### config.mk
export PLATFORM = sky130hd
export DESIGN_NAME = whack_round_ctrl
export DESIGN_NICKNAME = d
export VERILOG_FILES = /design/src/rtl/whack_round_ctrl.sv
export SDC_FILE = /design/constraint.sdc
export NUM_CORES = 1
export LEC_CHECK = 0
export BUFFER_PORTS_ARGS = -buffer_cell sky130_fd_sc_hd__buf_2
export CORE_ASPECT_RATIO = 0.7
export CORE_MARGIN = 8
export CORE_UTILIZATION = 60
export DETAILED_ROUTE_END_ITERATION = 10
export PLACE_DENSITY = 0.84
export SLEW_MARGIN = 20
export SYNTH_ARGS = -nofsm -noshare
export SYNTH_HDL_FRONTEND = slang
export SYNTH_SLANG_ARGS = --single-unit
### constraint.sdc
create_clock -name clk -period 3.5 [get_ports clk]
set_input_delay 0.525 -clock clk [delete_from_list [all_inputs] [get_ports clk]]
set_output_delay 0.525 -clock clk [all_outputs]
set_load 0.02 [all_outputs]
### src/rtl/whack_round_ctrl.sv
// Round sequencer for the Whack-a-Mole game.
//
// Owns a 2-digit BCD countdown round timer and a 3-digit BCD score, each built
// from cascaded mod-10 stages, plus a four-state round FSM (idle/run/pause/over).
//
// Parameters:
//   START_TENS, START_ONES  round length in seconds as two BCD digits (01..99)
// Ports:
//   clk                       system clock
//   clr_n                     asynchronous active-low reset
//   tick                      1 Hz enable pulse, decrements the timer in RUN
//   start                     begin a new round (from IDLE or OVER)
//   pause                     toggle RUN/PAUSE
//   hit, miss                 score +1 / -1 in RUN (both together: no change)
//   time_tens, time_ones      BCD timer digits
//   score_hund/tens/ones      BCD score digits
//   running                   high only in RUN, enables the mole generator
//   game_over                 high while in OVER
//   over_pulse                one-cycle pulse on entry to OVER
module whack_round_ctrl #(
  parameter int unsigned START_TENS = 6,
  parameter int unsigned START_ONES = 0
) (
  input  logic       clk,
  input  logic       clr_n,
  input  logic       tick,
  input  logic       start,
  input  logic       pause,
  input  logic       hit,
  input  logic       miss,
  output logic [3:0] time_tens,
  output logic [3:0] time_ones,
  output logic [3:0] score_hund,
  output logic [3:0] score_tens,
  output logic [3:0] score_ones,
  output logic       running,
  output logic       game_over,
  output logic       over_pulse
);

  localparam logic [3:0] StartTens = 4'(START_TENS);
  localparam logic [3:0] StartOnes = 4'(START_ONES);

  typedef enum logic [1:0] {StIdle, StRun, StPause, StOver} state_e;

  state_e     state_q, state_d;
  logic [3:0] tt_q, tt_d, to_q, to_d;
  logic [3:0] sh_q, sh_d, st_q, st_d, so_q, so_d;
  logic       over_q, over_d;

  logic score_max, score_min, last_tick;

  assign score_max = (sh_q == 4'd9) && (st_q == 4'd9) && (so_q == 4'd9);
  assign score_min = (sh_q == 4'd0) && (st_q == 4'd0) && (so_q == 4'd0);
  assign last_tick = tick && (tt_q == 4'd0) && (to_q == 4'd1);

  always_comb begin
    state_d = state_q;
    tt_d    = tt_q;
    to_d    = to_q;
    sh_d    = sh_q;
    st_d    = st_q;
    so_d    = so_q;
    over_d  = 1'b0;

    unique case (state_q)
      StIdle, StOver: begin
        if (start) begin
          state_d = StRun;
          tt_d    = StartTens;
          to_d    = StartOnes;
          sh_d    = 4'd0;
          st_d    = 4'd0;
          so_d    = 4'd0;
        end
      end

      StRun: begin
        // Score: increment cascade with saturation at 999.
        if (hit && !miss && !score_max) begin
          if (so_q != 4'd9) begin
            so_d = so_q + 4'd1;
          end else begin
            so_d = 4'd0;
            if (st_q != 4'd9) begin
              st_d = st_q + 4'd1;
            end else begin
              st_d = 4'd0;
              sh_d = sh_q + 4'd1;
            end
          end
        end
        // Score: decrement cascade with saturation at 000.
        if (miss && !hit && !score_min) begin
          if (so_q != 4'd0) begin
            so_d = so_q - 4'd1;
          end else begin
            so_d = 4'd9;
            if (st_q != 4'd0) begin
              st_d = st_q - 4'd1;
            end else begin
              st_d = 4'd9;
              sh_d = sh_q - 4'd1;
            end
          end
        end
        // Timer: ones counts down, tens borrows on the 0 -> 9 wrap.
        if (tick) begin
          if (to_q != 4'd0) begin
            to_d = to_q - 4'd1;
          end else begin
            to_d = 4'd9;
            tt_d = tt_q - 4'd1;
          end
        end
        // Ending the round takes priority over a simultaneous pause.
        if (last_tick) begin
          state_d = StOver;
          over_d  = 1'b1;
        end else if (pause) begin
          state_d = StPause;
        end
      end

      StPause: begin
        if (pause) begin
          state_d = StRun;
        end
      end

      default: state_d = StIdle;
    endcase
  end

  always_ff @(posedge clk or negedge clr_n) begin
    if (!clr_n) begin
      state_q <= StIdle;
      tt_q    <= StartTens;
      to_q    <= StartOnes;
      sh_q    <= 4'd0;
      st_q    <= 4'd0;
      so_q    <= 4'd0;
      over_q  <= 1'b0;
    end else begin
      state_q <= state_d;
      tt_q    <= tt_d;
      to_q    <= to_d;
      sh_q    <= sh_d;
      st_q    <= st_d;
      so_q    <= so_d;
      over_q  <= over_d;
    end
  end

  assign time_tens  = tt_q;
  assign time_ones  = to_q;
  assign score_hund = sh_q;
  assign score_tens = st_q;
  assign score_ones = so_q;
  assign running    = (state_q == StRun);
  assign game_over  = (state_q == StOver);
  assign over_pulse = over_q;

endmodule

# Word level (Yosys, flattened, before mapping)

Cells that the tools add are included.

Add/sub/neg operators: 8
Reduce and logical (&&, ||, !) cells: 29
Equality and inequality tests: 15
Muxes and demuxes: 34

Operator list:

| operator              | count |
|---|---|
| $mux W4               | 22 |
| $pmux W4 S2           | 5 |
| $sub A4 B1 Y4 const B | 5 |
| $logic_not A4 Y1      | 4 |
| $add A4 B1 Y4 const B | 3 |
| $eq A4 B4 Y1 const B  | 3 |
| $reduce_bool A4 Y1    | 3 |
| $logic_and A1 B1 Y1   | 10 |
| $reduce_and A3 Y1     | 3 |
| $mux W2               | 4 |
| $ne A2 B2 Y1 const B  | 4 |
| $ne A4 B4 Y1 const B  | 2 |
| $pmux W2 S3           | 1 |
| $eq A2 B2 Y1 const B  | 2 |
| $eq A4 B1 Y1 const B  | 1 |
| $logic_not A1 Y1      | 4 |
| $reduce_and A4 Y1     | 1 |
| $ne A3 B1 Y1 const B  | 1 |
| $ne A3 B2 Y1 const B  | 1 |
| $eq A2 B1 Y1 const B  | 1 |
| $logic_not A2 Y1      | 1 |
| $mux W1               | 2 |
| $reduce_and A2 Y1     | 1 |
| $reduce_bool A2 Y1    | 1 |
| $reduce_or A2 Y1      | 1 |

Input bits: 7
Logic and storage cells: 93
Output and inout bits: 23
Bits in registers: 23

# Logic depth before layout (Yosys ltp)

Depth in word-level cells: 10
Depth in mapped cells: 7
Depth with buffers taken out: 7

# Worst setup path before layout

No wires, ideal clock.

Path type: reg-to-reg
Start point: register sh_q[0] (netlist: score_hund[0])
End point: register so_q[3] (netlist: score_ones[3])
Period minus slack after synthesis: 2.011 ns
Setup time: 0.126 ns
Required time: 3.374 ns
Data arrival time: 1.885 ns
Cell stages (with the launch flop): 7
Buffers on the path: 0
Path slack: 1.489 ns
Cells stage by stage: dfrtp_1 > inv_1 > ha_1 > nor3b_1 > a31oi_1 > o211a_1 > a221o_1

Longest elaborated chain between the ends: 7
Elaborated cells on any way between the ends: 14
Those cells by class: eq/ne: 2; mux: 2; reduce/logical: 10

RTL lines:

| item                                                                     | RTL line | source |
|---|---|---|
| start, declared                                                          | 48       | `logic [3:0] sh_q, sh_d, st_q, st_d, so_q, so_d;` |
| start signal, assigned                                                   | 140      | `sh_q <= 4'd0;` |
| start signal, assigned                                                   | 148      | `sh_q <= sh_d;` |
| $eq A4 B4 Y1 / $logic_not A4 Y1 (equally long branches)                  | 53, 54   |  |
| $logic_and A1 B1 Y1 (on tied branches) (2 in series)                     | 53, 54   |  |
| $logic_not A1 Y1 (on tied branches)                                      | 80, 94   |  |
| $logic_and A1 B1 Y1 (on tied branches)                                   | 80, 94   |  |
| $ne A3 B1 Y1 (no source line) / $mux W4 (equally long branches)          | --       |  |
| $reduce_and A3 Y1 (no source line) / $pmux W4 S2 (equally long branches) | --       |  |
| end signal, assigned                                                     | 142      | `so_q <= 4'd0;` |
| end signal, assigned                                                     | 150      | `so_q <= so_d;` |
| end, declared                                                            | 48       |  |

Several ways; a longest one is shown, not always the timed one.
A chain may end at the register's enable or synchronous reset.

# Worst setup path after layout

Start point: register state_q[1]
End point: register tt_q[2] (netlist: time_tens[2])

Longest elaborated chain between the ends: 4
Elaborated cells on any way between the ends: 10
Those cells by class: eq/ne: 5; mux: 1; reduce/logical: 4

RTL lines:

| item                                                                       | RTL line | source |
|---|---|---|
| start, declared                                                            | 46       | `state_e state_q, state_d;` |
| start signal, assigned                                                     | 137      | `state_q <= StIdle;` |
| start signal, assigned                                                     | 145      | `state_q <= state_d;` |
| $eq A2 B2 Y1 / $logic_not A2 Y1 (equally long branches)                    | 66       | `unique case (state_q)` |
| $reduce_or A2 Y1                                                           | 66       |  |
| $ne A2 B2 Y1 (no source line) / $reduce_bool A2 Y1 (equally long branches) | --       |  |
| $reduce_and A4 Y1 (no source line)                                         | --       |  |
| end signal, assigned                                                       | 138      | `tt_q <= StartTens;` |
| end signal, assigned                                                       | 146      | `tt_q <= tt_d;` |
| end, declared                                                              | 47       | `logic [3:0] tt_q, tt_d, to_q, to_d;` |

Several ways; a longest one is shown, not always the timed one.

==> impl_metrics.json <==
{
  "drc": 0,
  "cts_max_path_buffers": 2,
  "antennaDiodeCount": 0,
  "max-vdd-ir-drop_mv": 0.542,
  "clock.fmax_mhz": 401,
  "core_region_area_sq_um": 2820,
  "final-hold-violation-count": 0,
  "synth-main-ff-cell": "dfrtp_1",
  "area_growth_syn_to_layout_pct": 11.1,
  "cts_root_buffer": "clkbuf_8",
  "vias": 1671,
  "totalWireLength_um": 4350,
  "clock-skew-final_ns": 0.0116,
  "fp.dieArea_sq_um": 5020,
  "grt_pass1_wl_um": 7220,
  "placed_cells_incl_taps": 257,
  "portBuffers": 29,
  "first_global_vias": 1571,
  "synth-async-reset-ratio_pct": 100,
  "max-cap-violations": 0,
  "place_congestion": 0.810,
  "drtAntennaViolNets": 0,
  "synth-seq-cells": 23,
  "dr.pass1.iters": 4,
  "die_h_um": 61.7,
  "sum_of_net_half_perimeters_after_detailed_placement_um": 3240,
  "mappedNetlistArea_sq_um": 1790,
  "final_period_minus_worst_setup_slack_ns": 2.49,
  "unrepaired_setup_endpoints_after_global_routing": "false",
  "cp_data_arrival_time_ns": 2.67,
  "synth_xor_xnor_area_share_pct": 1.47,
  "critical_path_required_ns": 3.68,
  "power_density_nw_per_um2": 890,
  "yosys-mux-area-fraction_pct": 1.75,
  "io_pins": 30,
  "n_fill_cell": 223,
  "timing.critical_path.to_type": "flip-flop",
  "tritoncts.num_buffers": 3,
  "main_combinational_cell_family_by_area_after_synthesis": "simple AND/OR/NAND/NOR gates",
  "clk_transition_reported_paths_ns": 0.09,
  "worstHoldPathType": "in2async",
  "result_of_the_run": "complete, no violations",
  "yosysWarnings": 0,
  "design.final.nets": 246,
  "synth_nets": 220,
  "yosysUniqueCellTypes": 58,
  "clk-insertion-delay-late_ns": 0.27,
  "synth_sequential_area_ratio_pct": 32.3,
  "final_layout_size_suffix_gt1_share_pct": 20.4,
  "synthesized_area_fraction_occupied_by_and_or_nand_nor_cells_pct": 26.3,
  "drt_iter0_drc": 166,
  "instances_no_fill": 261,
  "drt-vias-per-instance": 6.40,
  "timing.final.max_slew_violations": 0,
  "start_kind": "flip-flop",
  "grt_start_max_net_pins": 24,
  "cts.sink_count": 23,
  "tritoncts_clock_tree": "yes",
  "design_power_total_mw": 1.77,
  "routed_wire_length_per_instance_um": 16.6,
  "count_of_hold_buffers_inserted_by_post_cts_repair": 0,
  "total_setup_violations_reported_at_the_end_of_the_flow": 0,
  "worst_pin_slew_ns": 0.752,
  "post_synth.cell_area_avg_sq_um": 8.95,
  "leakage_power_figure_nw": 0.907,
  "finalCritPeriodShare_pct": 71.2,
  "synth_adder_area_share_pct": 9.08,
  "synth_cells": 200,
  "die_width_um": 81.3,
  "timing_worst_setup_path_type": "reg2reg",
  "worstPathMaxFanout": 15,
  "setup_total_negative_slack_ns": 0,
  "reg_area_sq_um": 578,
  "antenna_found_initial": 0,
  "floorplan.rows": 16,
  "max-slew-margin-rel_pct": 48.5,
  "floorplan.initialDensity_pct": 63.4,
  "cts_resized": 0,
  "finalHoldWorstSlack_ns": 0.228,
  "synth-compound-area-share_pct": 25.1,
  "global_route.usage.total_pct": 18.1,
  "global_route.overflow_total": 0,
  "postCtsSetupRepairBufs": 0,
  "multiInputGateArea_sq_um": 1140,
  "htree_num_levels": 1,
  "synth-edff-count": 0
}
==> flip-flops by register name (all words and copies together) (netlist names) <==
signal,count
score_tens,4
time_ones,4
score_hund,4
state_q,2
over_pulse,1
time_tens,4
score_ones,4
==> worst max-delay path, cell delays in order, from the launching register on <==
cell	delay, ns
dfrtp_1	0.42
inv_1	0.09
ha_1	0.50
mux2i_1	0.40
o21bai_1	0.35
a21oi_1	0.42
nor2_1	0.08
a21oi_1	0.17
==> metal layers <==
layer,vias to the layer above,global-route usage (%),wire length (um)
li1,798,-,-
met1,787,24.2,1950
met2,81,28.8,2020
met3,5,4.74,357
met4,0,3.80,25
met5,-,0,0
==> kinds of logic after synthesis <==
logic type | Yosys count
DFF | 23
buffers and inverters | 17
muxes | 3
adders and majority gates | 13
xor gates and xnor gates | 3
and+or+nand+nor | 77
AOI/OAI and AO/OA | 64
==> through the flow <==
step	worst slack (ns)	util [%]	instance area, sq um
floorplan	1.49	-	1790
CTS	1.07	70.5	1990
detailed placement	1.11	68.8	1940
finish	1.01	70.5	1990
global placement	1.19	68.8	1940
global route	0.749	70.5	1990
==> cells in the mapped netlist, types with 3 or more instances <==
cell,instances,area (sq um)
nor4b_1,3,26.3
ha_1,13,163
nor2_1,17,63.8
inv_1,9,33.8
nand3_1,3,15.0
dfrtp_1,21,526
nor2b_1,4,25.0
nand2_1,13,48.8
o21ai_1,5,25.0
o21ai_0,11,55.1
nand2b_1,5,31.3
nand3b_1,4,30.0
a22o_1,4,35.0
buf_2,3,15.0
a21oi_1,13,65.1
clkbuf_1,4,15.0
o311ai_0,3,26.3
nor3_1,8,40.0
o31ai_1,3,22.5
==> power by group <==
| group | switching, mW | total, mW | internal [mW] |
|---|---|---|---|
| clock | 0.0866 | 0.166 | 0.0795 |
| sequential | 0.170 | 0.534 | 0.364 |
| combinational | 0.645 | 1.07 | 0.424 |
==> final timing paths <==
kind                              start      endpoint  slack [ns]  depth (start not counted)
max                          state_q[1]  time_tens[2]        1.01                          7
min                               clr_n  time_tens[3]        0.23                          1
max reg2reg                  state_q[1]  time_tens[2]        1.01                          7
min reg2reg                time_tens[1]  time_tens[1]        0.54                          2
max in group asynchronous         clr_n  time_tens[2]        2.90                          1
min in group clk           time_tens[1]  time_tens[1]        0.54                          2
==> cell usage in the layout, fill, tap and decap left out, types with 3 or more instances in the layout <==
cell	Yosys	routed
a21oi_1	13	13
nor2b_1	4	4
nand2b_1	5	5
nand3b_1	4	4
o311ai_0	3	3
ha_1	13	13
nor4b_1	3	3
o31ai_1	3	3
nor3_1	8	8
clkbuf_8	0	3
o21ai_1	5	5
dfrtp_1	21	21
inv_1	9	9
nand3_1	3	3
a22o_1	4	4
nand2_1	13	13
buf_2	3	29
nor2_1	17	17
o21ai_0	11	11
==> layout make-up <==
type / instances / share of cell area [%]
flip-flops and latches: 23 / 29.1
repair buffers: 29 / 7.30
clock buffers: 3 / 2.08
clock inverters: 1 / 0.252
multi-input cells: 160 / 57.4
inverters: 9 / 1.70
well taps: 36 / 2.26
Power figures use the tool's default switching activity.
